### src/rtl/cpu_ctrl_alu.sv
// cpu_ctrl_alu: control FSM, 32-bit ALU and PC adder of the multi-cycle CPU.
// Every instruction walks FETCH -> DECODE -> EXECUTE -> WRITEBACK.
// Datapath selects and alu_op are pure opcode decode. Write/load enables are
// Moore outputs of state plus opcode. They are forced low while rst is low.
// Optional feature macro: ALU_SHIFT_EN. When it is defined, ALU ops 5/6/7 are
// real shifts. When it is undefined, those ops return 0 and no shifter is built.
module cpu_ctrl_alu (
    input  logic        clk,
    input  logic        rst,
    input  logic [3:0]  opcode,
    input  logic        eq,
    input  logic [31:0] alu_a,
    input  logic [31:0] alu_b,
    input  logic [31:0] add_a,
    input  logic [31:0] add_b,
    output logic [31:0] alu_y,
    output logic [31:0] add_y,
    output logic [1:0]  state,
    output logic [3:0]  alu_op,
    output logic        m13,
    output logic        m2,
    output logic        m457,
    output logic        m6,
    output logic        pc_flag,
    output logic        instruction_flag,
    output logic        change_address_flag,
    output logic        wr_en,
    output logic        wr_en_rf
);

    // Instruction opcodes, taken from instruction[31:28].
    localparam logic [3:0] OP_ADD  = 4'h0;
    localparam logic [3:0] OP_SUB  = 4'h1;
    localparam logic [3:0] OP_AND  = 4'h2;
    localparam logic [3:0] OP_OR   = 4'h3;
    localparam logic [3:0] OP_XOR  = 4'h4;
    localparam logic [3:0] OP_SLL  = 4'h5;
    localparam logic [3:0] OP_SRL  = 4'h6;
    localparam logic [3:0] OP_SRA  = 4'h7;
    localparam logic [3:0] OP_ADDI = 4'h8;
    localparam logic [3:0] OP_ORI  = 4'h9;
    localparam logic [3:0] OP_LUI  = 4'hA;
    localparam logic [3:0] OP_LW   = 4'hB;
    localparam logic [3:0] OP_SW   = 4'hC;
    localparam logic [3:0] OP_BEQ  = 4'hD;
    localparam logic [3:0] OP_BNE  = 4'hE;
    localparam logic [3:0] OP_JAL  = 4'hF;

    // ALU operation codes.
    localparam logic [3:0] ALU_ADD = 4'd0;
    localparam logic [3:0] ALU_SUB = 4'd1;
    localparam logic [3:0] ALU_AND = 4'd2;
    localparam logic [3:0] ALU_OR  = 4'd3;
    localparam logic [3:0] ALU_XOR = 4'd4;
    localparam logic [3:0] ALU_SLL = 4'd5;
    localparam logic [3:0] ALU_SRL = 4'd6;
    localparam logic [3:0] ALU_SRA = 4'd7;
    localparam logic [3:0] ALU_LUI = 4'd8;
    localparam logic [3:0] ALU_SLT = 4'd9;

    typedef enum logic [1:0] {
        FETCH     = 2'd0,
        DECODE    = 2'd1,
        EXECUTE   = 2'd2,
        WRITEBACK = 2'd3
    } state_t;

    state_t cur_state;
    state_t next_state;

    assign state = cur_state;

    // PC adder: plain modulo-2^32 add with no carry out.
    assign add_y = add_a + add_b;

    // Decode the opcode into the ALU operation. This is independent of state.
    always_comb begin
        alu_op = ALU_ADD;
        case (opcode)
            OP_ADD:  alu_op = ALU_ADD;
            OP_SUB:  alu_op = ALU_SUB;
            OP_AND:  alu_op = ALU_AND;
            OP_OR:   alu_op = ALU_OR;
            OP_XOR:  alu_op = ALU_XOR;
            OP_SLL:  alu_op = ALU_SLL;
            OP_SRL:  alu_op = ALU_SRL;
            OP_SRA:  alu_op = ALU_SRA;
            OP_ADDI: alu_op = ALU_ADD;
            OP_ORI:  alu_op = ALU_OR;
            OP_LUI:  alu_op = ALU_LUI;
            default: alu_op = ALU_ADD;
        endcase
    end

    // ALU on the decoded operation. Results wrap, and no flags are produced.
    always_comb begin
        alu_y = 32'd0;
        case (alu_op)
            ALU_ADD: alu_y = alu_a + alu_b;
            ALU_SUB: alu_y = alu_a - alu_b;
            ALU_AND: alu_y = alu_a & alu_b;
            ALU_OR:  alu_y = alu_a | alu_b;
            ALU_XOR: alu_y = alu_a ^ alu_b;
`ifdef ALU_SHIFT_EN
            ALU_SLL: alu_y = alu_a << alu_b[4:0];
            ALU_SRL: alu_y = alu_a >> alu_b[4:0];
            ALU_SRA: alu_y = $unsigned($signed(alu_a) >>> alu_b[4:0]);
`else
            ALU_SLL: alu_y = 32'd0;
            ALU_SRL: alu_y = 32'd0;
            ALU_SRA: alu_y = 32'd0;
`endif
            ALU_LUI: alu_y = {alu_b[15:0], 16'd0};
            ALU_SLT: alu_y = {31'd0, $signed(alu_a) < $signed(alu_b)};
            default: alu_y = 32'd0;
        endcase
    end

    // Datapath mux selects. These are valid in every state, including reset.
    // The values decoded during FETCH are unused.
    always_comb begin
        m457 = (opcode <= OP_LUI);
        m6   = (opcode >= OP_ADDI) && (opcode <= OP_LUI);
        m13  = (opcode == OP_JAL);
        m2   = ((opcode == OP_BEQ) && eq) || ((opcode == OP_BNE) && !eq);
    end

    // State register: a synchronous active-low reset returns the FSM to FETCH.
    always_ff @(posedge clk) begin
        if (!rst)
            cur_state <= FETCH;
        else
            cur_state <= next_state;
    end

    // Next state and Moore enables. The ring is unconditional, and reset masks
    // every enable combinationally so that a store stops at once.
    always_comb begin
        next_state          = cur_state;
        pc_flag             = 1'b0;
        instruction_flag    = 1'b0;
        change_address_flag = 1'b0;
        wr_en               = 1'b0;
        wr_en_rf            = 1'b0;
        case (cur_state)
            FETCH: begin
                next_state       = DECODE;
                instruction_flag = 1'b1;
            end
            DECODE: begin
                next_state = EXECUTE;
            end
            EXECUTE: begin
                next_state          = WRITEBACK;
                change_address_flag = (opcode == OP_LW) || (opcode == OP_SW);
                wr_en               = (opcode == OP_SW);
            end
            WRITEBACK: begin
                next_state          = FETCH;
                pc_flag             = 1'b1;
                wr_en_rf            = (opcode <= OP_LW) || (opcode == OP_JAL);
                change_address_flag = (opcode == OP_LW);
            end
            default: next_state = FETCH;
        endcase
        if (!rst) begin
            pc_flag             = 1'b0;
            instruction_flag    = 1'b0;
            change_address_flag = 1'b0;
            wr_en               = 1'b0;
            wr_en_rf            = 1'b0;
        end
    end

endmodule

### config.mk
export PLATFORM = sky130hd
export DESIGN_NAME = cpu_ctrl_alu
export DESIGN_NICKNAME = d
export VERILOG_FILES = /design/src/rtl/cpu_ctrl_alu.sv
export SDC_FILE = /design/constraint.sdc
export NUM_CORES = 1
export LEC_CHECK = 0
export CORE_MARGIN = 4
export CORE_UTILIZATION = 55
export DETAILED_ROUTE_END_ITERATION = 8
export DONT_BUFFER_PORTS = 1
export HOLD_SLACK_MARGIN = 0.12
export PLACE_DENSITY = 0.79
export REMOVE_ABC_BUFFERS = 1
export SETUP_SLACK_MARGIN = 0.2
export SLEW_MARGIN = 20
export SYNTH_ARGS = -nofsm -noshare
export SYNTH_HDL_FRONTEND = slang
export SYNTH_SLANG_ARGS = --single-unit
### constraint.sdc
create_clock -name clk -period 5.2 [get_ports clk]
set_clock_uncertainty 0.1 [all_clocks]
set_input_delay 1.04 -clock clk [delete_from_list [all_inputs] [get_ports clk]]
set_output_delay 1.04 -clock clk [all_outputs]
set_load 0.01 [all_outputs]
==> results of run 1 <==
## final timing paths
check / slack [ns] / endpoint / cells past startpoint / start
setup / recovery: 0.25 / alu_y[24] / 13 / alu_a[0]
hold / removal: 0.61 / state[1]$_SDFF_PN0_ / 3 / state[1]$_SDFF_PN0_
setup reg to reg: 4.05 / state[1]$_SDFF_PN0_ / 3 / state[0]$_SDFF_PN0_
hold reg to reg: 0.61 / state[1]$_SDFF_PN0_ / 3 / state[1]$_SDFF_PN0_
## what timing repair did
item,4_1_cts,5_1_grt
buffers inserted,3,0
endpoints found under the setup margin,2,7
resized for setup,12,8
pin swaps,10,3
## layer usage
metal  up-vias  track usage, %  share of wire [%]
met3        64            4.83                9.4
met5         -               0                  0
met1      3453            32.8                 39
met4         0            8.79                3.1
met2       385            50.1                 48
li1       3629               -                  -
## critical path, stage by stage
cell and delay, ns:
inv_12 0.01, ha_4 0.14, fa_2 0.36, o21ba_4 0.20
or4_4 0.49, a21boi_2 0.16, o21ai_2 0.09, buf_4 0.16
o31a_1 0.32, o21ai_1 0.19, o22ai_1 0.13, mux2i_1 0.13
or3_4 0.36
## where the power goes
| part | total [mW] | switching (mW) | internal, mW | leakage [nW] |
|---|---|---|---|---|
| sequential | 0.0281 | 0.00760 | 0.0205 | 0.0167 |
| combinational | 0.855 | 0.524 | 0.331 | 3.25 |
| clock | 0.116 | 0.0179 | 0.0979 | 0.0370 |
## synth_stat cells, types with 6 or more instances
master | number | area share, %
o22ai_1 | 7 | 0.65
xnor2_1 | 24 | 3.1
a211oi_1 | 15 | 1.7
nor2b_1 | 13 | 1.2
nand2_1 | 72 | 4.0
o21a_1 | 17 | 1.9
clkbuf_1 | 44 | 2.5
nor2_1 | 85 | 4.8
a21oi_1 | 86 | 6.4
ha_1 | 134 | 25
a221o_1 | 7 | 1.0
a221oi_1 | 17 | 2.2
o21ai_1 | 9 | 0.67
nor4_1 | 7 | 0.65
and3_1 | 7 | 0.65
nor3_1 | 22 | 1.6
nand4_1 | 8 | 0.75
xor2_1 | 7 | 0.92
o41ai_1 | 6 | 0.79
o21bai_1 | 22 | 2.5
a21o_1 | 23 | 2.6
a31oi_1 | 8 | 0.75
o211ai_1 | 14 | 1.6
a22oi_1 | 10 | 1.1
o31ai_1 | 7 | 0.79
o221ai_1 | 15 | 2.0
nand2b_1 | 14 | 1.3
inv_1 | 109 | 6.1
nand3_1 | 17 | 1.3
o21ai_0 | 66 | 4.9
## stage by stage
| step | setup WS (ns) | hold WS (ns) | total power, mW | TNS (ns) |
|---|---|---|---|---|
| floorplan | -0.0825 | 0.561 | 0.669 | -0.154 |
| global placement | 0.0709 | 0.596 | 0.841 | 0 |
| detailed placement | 0.0579 | 0.599 | 0.850 | 0 |
| CTS | 0.198 | 0.606 | 0.979 | 0 |
| global route | 0.0770 | 0.667 | 1.09 | 0 |
| finish | 0.251 | 0.610 | 0.999 | 0 |
## cells by family after synthesis
logic type               Yosys count  synth area share [%]
AO/OA/AOI/OAI                    387                  39.8
XOR/XNOR                          31                  4.06
flip-flops                         2                 0.598
AND/OR/NAND/NOR                  278                  19.9
adder cells (fa/ha/maj)          137                  25.9
buffers and inverters            159                  9.05
multiplexers                       4                 0.692
## area by class of cell
| type | count | share of cell area (%) |
|---|---|---|
| Multi-Input combinational cell | 837 | 86.8 |
| Sequential cell | 2 | 0.565 |
| Clock buffer | 3 | 1.06 |
| Timing Repair Buffer | 28 | 2.97 |
| Inverter | 111 | 6.05 |
| Tap cell | 147 | 2.59 |
==> qor.yml, run 1 <==
layoutNonFillerInstCount: 1128
max_slew.worst_pin.slew_ns: 1.16
ant_nets: 0
rsz0062_at_grt: "true"
path_clk_slew_ns: 0.03
largest_reg_flops: 2
critical_path_arrival_ns: 3.81
nFillCells: 1111
setup_viol: 0
core-area_um2: 12000
port_buffers: 0
clock_path_buffers: 2
die_w_um: 118
path_class: "primary input to output pin"
min_period_ns: 4.95
power_density_nw_per_um2: 141
firstDrtPassIters: 5
avgSynthCellArea_um2: 6.71
grt_max_degree: 36
grt_use_total_pct: 27.6
gp_routability_congestion: 0.969
hp-class: "register to register"
drtIter0Drc: 651
pin_count: 214
cts_sinks: 2
startpoint_type: "primary input"
cap_violations: 0
hold_viol: 0
ys_ff_latch: 2
cts_max_level: 1
async_flop_share_pct: 0
die_h_um: 118
initial_core_util_pct: 56.0
num_vias: 7531
final_common_cell: "ha_1"
seqCellArea_um2: 40.0
gr-total-overflow: 0
synth_edf_count: 0
clk_latency_ns: 0.22
syn_area_um2: 6690
antenna_cells: 0
slew_headroom_pct: 22.9
crit_required_ns: 4.06
layout_common_cells: "ha_1, inv_1, nor2_1, a21oi_1, nand2_1"
clock.fmax_mhz: 202
cts-root-buf: "clkbuf_16"
status: "completed"
critPathCaptureType: "output pin"
synth-warning-count: 0
fin_util_pct: 59.3
rows: 40
seq_area_frac_synth_pct: 0.598
tritoncts: "yes"
grt_pass1_wl_mm: 33.6
antenna_found_initial: 0
dp_hpwl_mm: 16.6
drive_gt1_share_pct: 6.83
drt-total-wl_mm: 20.9
grt_pass1_vias: 7192
drv_slew: 0
drc: 0
multiInputGateArea_um2: 6150
post-route-period-util_pct: 95.2
via_per_inst: 6.68
dieArea_um2: 14000
p_leak_nw: 3.30
detail_route.wl_per_cell_um: 18.5
place_area_um2: 6900
critPathMaxFanout: 5
synth_cell_types: 83
postCtsHoldBufs: 0
vdd_drop_max_mv: 0.252
cts_buffers: 3
final_nets: 1255
dp.cells: 1122
synth-main-ff-cell: "dfxtp_1"
finalInstanceArea_um2: 7090
synthCells: 998
area_growth_pct: 5.93
Power figures use the tool's default switching activity.
==> run 2: changes to the inputs <==
--- a/config.mk
+++ b/config.mk
@@ -5,6 +5,7 @@
 export SDC_FILE = /design/constraint.sdc
 export NUM_CORES = 1
 export LEC_CHECK = 0
+export CORE_ASPECT_RATIO = 1.4
 export CORE_MARGIN = 4
 export CORE_UTILIZATION = 55
 export DETAILED_ROUTE_END_ITERATION = 8
==> qor.yml, run 2 (same netlist as run 1, synthesis figures left out) <==
internal_power_mw: 0.451  # +0.25%
clk_latency_ns: 0.22  # about the same
drive_gt1_share_pct: 7.13  # +0.30 points
finalInstanceArea_um2: 7100  # +0.14%
clock_path_buffers: 2  # unchanged
gp_routability_congestion: 1.01  # +4.3%
grt_pass1_wl_mm: 34.8  # +3.6%
core-area_um2: 11900  # -0.69%
p_leak_nw: 3.30  # about the same
rows: 47  # +18%
post-route-period-util_pct: 96.0  # +0.81 points
die_h_um: 139  # +17%
fin_setup_tns_ns: 0  # unchanged
drv_slew: 0  # unchanged
setup_ws_ns: 0.208  # -0.0422 ns
hp-class: "register to register"
tritoncts: "yes"
final_common_cell: "ha_1"
max_slew.worst_pin.slew_ns: 1.20  # +0.0409 ns
area_growth_pct: 6.08
ant_nets: 0  # unchanged
path_class: "primary input to output pin"
cap_violations: 0  # unchanged
drt-total-wl_mm: 21.8  # +4.4%
port_buffers: 0  # unchanged
dieArea_um2: 14000  # +0.18%
cts_max_level: 1  # unchanged
power_density_nw_per_um2: 141  # +0.28%
rsz0062_at_grt: "true"
power_switching_mw: 0.553  # +0.57%
drc: 0  # unchanged
hold_viol: 0  # unchanged
grt_pass1_vias: 7471  # +3.9%
grt_max_degree: 36  # unchanged
critPathMaxFanout: 2  # -3
finalPower_mw: 1.00  # +0.42%
cts_buffers: 3  # unchanged
vdd_drop_max_mv: 0.181  # -28%
setup_viol: 0  # unchanged
via_per_inst: 6.66  # -0.27%
initial_core_util_pct: 56.3  # +0.39 points
status: "completed"
crit_start: "alu_a[0]"
dp.cells: 1124  # +0.18%
die_w_um: 101  # -14%
layoutNonFillerInstCount: 1129  # +0.089%
antenna_cells: 0  # unchanged
firstDrtPassIters: 6  # +1
p_clk_share_pct: 11.4  # -0.2 points
place_ws_ns: -0.00589  # -0.0638 ns
fin_util_pct: 59.8  # +0.50 points
cts_sinks: 2  # unchanged
dp_hpwl_mm: 17.4  # +5.1%
pin_count: 214  # unchanged
critPathCaptureType: "output pin"
detail_route.wl_per_cell_um: 19.3  # +4.4%
grt_use_total_pct: 29.2  # +1.6 points
slew_headroom_pct: 20.2  # -2.7 points
cts-root-buf: "clkbuf_16"
final_nets: 1256  # +0.080%
holdCritStartpoint: "state[1]$_SDFF_PN0_"
largest_reg_flops: 2  # unchanged
clock.fmax_mhz: 200  # -0.84%
layout_common_cells: "ha_1, inv_1, nor2_1, a21oi_1, nand2_1"
startpoint_type: "primary input"
crit_required_ns: 4.06  # about the same
gr-total-overflow: 0  # unchanged
path_clk_slew_ns: 0.03  # about the same
r2r-start: "state[0]$_SDFF_PN0_"
min_period_ns: 4.99  # +0.0422 ns
combPwrFrac_pct: 85.8  # +0.2 points
critical_path_arrival_ns: 3.85  # +0.04 ns
antenna_found_initial: 0  # unchanged
place_area_um2: 6920  # +0.22%
num_vias: 7517  # -0.19%
switching_share_pct: 55.1  # +0.080 points
drtIter0Drc: 520  # -20%
holdWs_ns: 0.616  # +0.00622 ns
seq_power_share_pct: 2.8  # about the same
## run 2: power groups by stage
stage                     registers, mW  logic (mW)  clock network [mW]
final                            0.0280       0.861               0.115
after floorplan                  0.0269       0.642                   0
after detailed placement         0.0284       0.831                   0
after global routing             0.0290       0.949               0.120
after global placement           0.0282       0.819                   0
after CTS                        0.0283       0.839               0.117
## run 2: per-layer routing
| layer | GRT usage [%] | wire [µm] | up-vias | share of wire, % |
|---|---|---|---|---|
| met4 | 13.7 | 969 | 0 | 4.4 |
| met1 | 32.3 | 7800 | 3466 | 36 |
| met2 | 53.2 | 11300 | 346 | 52 |
| met5 | 0 | 0 | - | 0 |
| li1 | - | - | 3623 | - |
| met3 | 4.03 | 1760 | 82 | 8.1 |
## run 2: final timing paths
check	endpoint	slack [ns]	cells after the start
max reg2reg	state[1]$_SDFF_PN0_	4.04	3
max	alu_y[30]	0.21	12
min	state[1]$_SDFF_PN0_	0.62	3
min reg2reg	state[1]$_SDFF_PN0_	0.62	3
## run 2: critical path, stage by stage
cell      delay (ns)
inv_8           0.02
ha_4            0.14
fa_2            0.34
o21ba_4         0.20
or4_4           0.49
a21boi_2        0.15
o21ai_2         0.10
o31ai_2         0.31
a21oi_2         0.13
a21oi_2         0.19
mux2_4          0.31
a2111o_1        0.42
## run 2: repair_timing
action,4_1_cts,5_1_grt
endpoints found under the setup margin,3,8
setup buffers,1,1
gates resized for setup,6,16
hold endpoints to repair,0,0
pin swaps,7,11
hold buffers,0,0
## run 2: cell type report
cell class | instances | area [µm²]
clock buffers | 3 | 75.1
fillers | 1186 | 4780
inverters | 111 | 424
multi-input cells | 837 | 6160
flip-flops and latches | 2 | 40.0
well taps | 147 | 184
repair buffers | 29 | 218
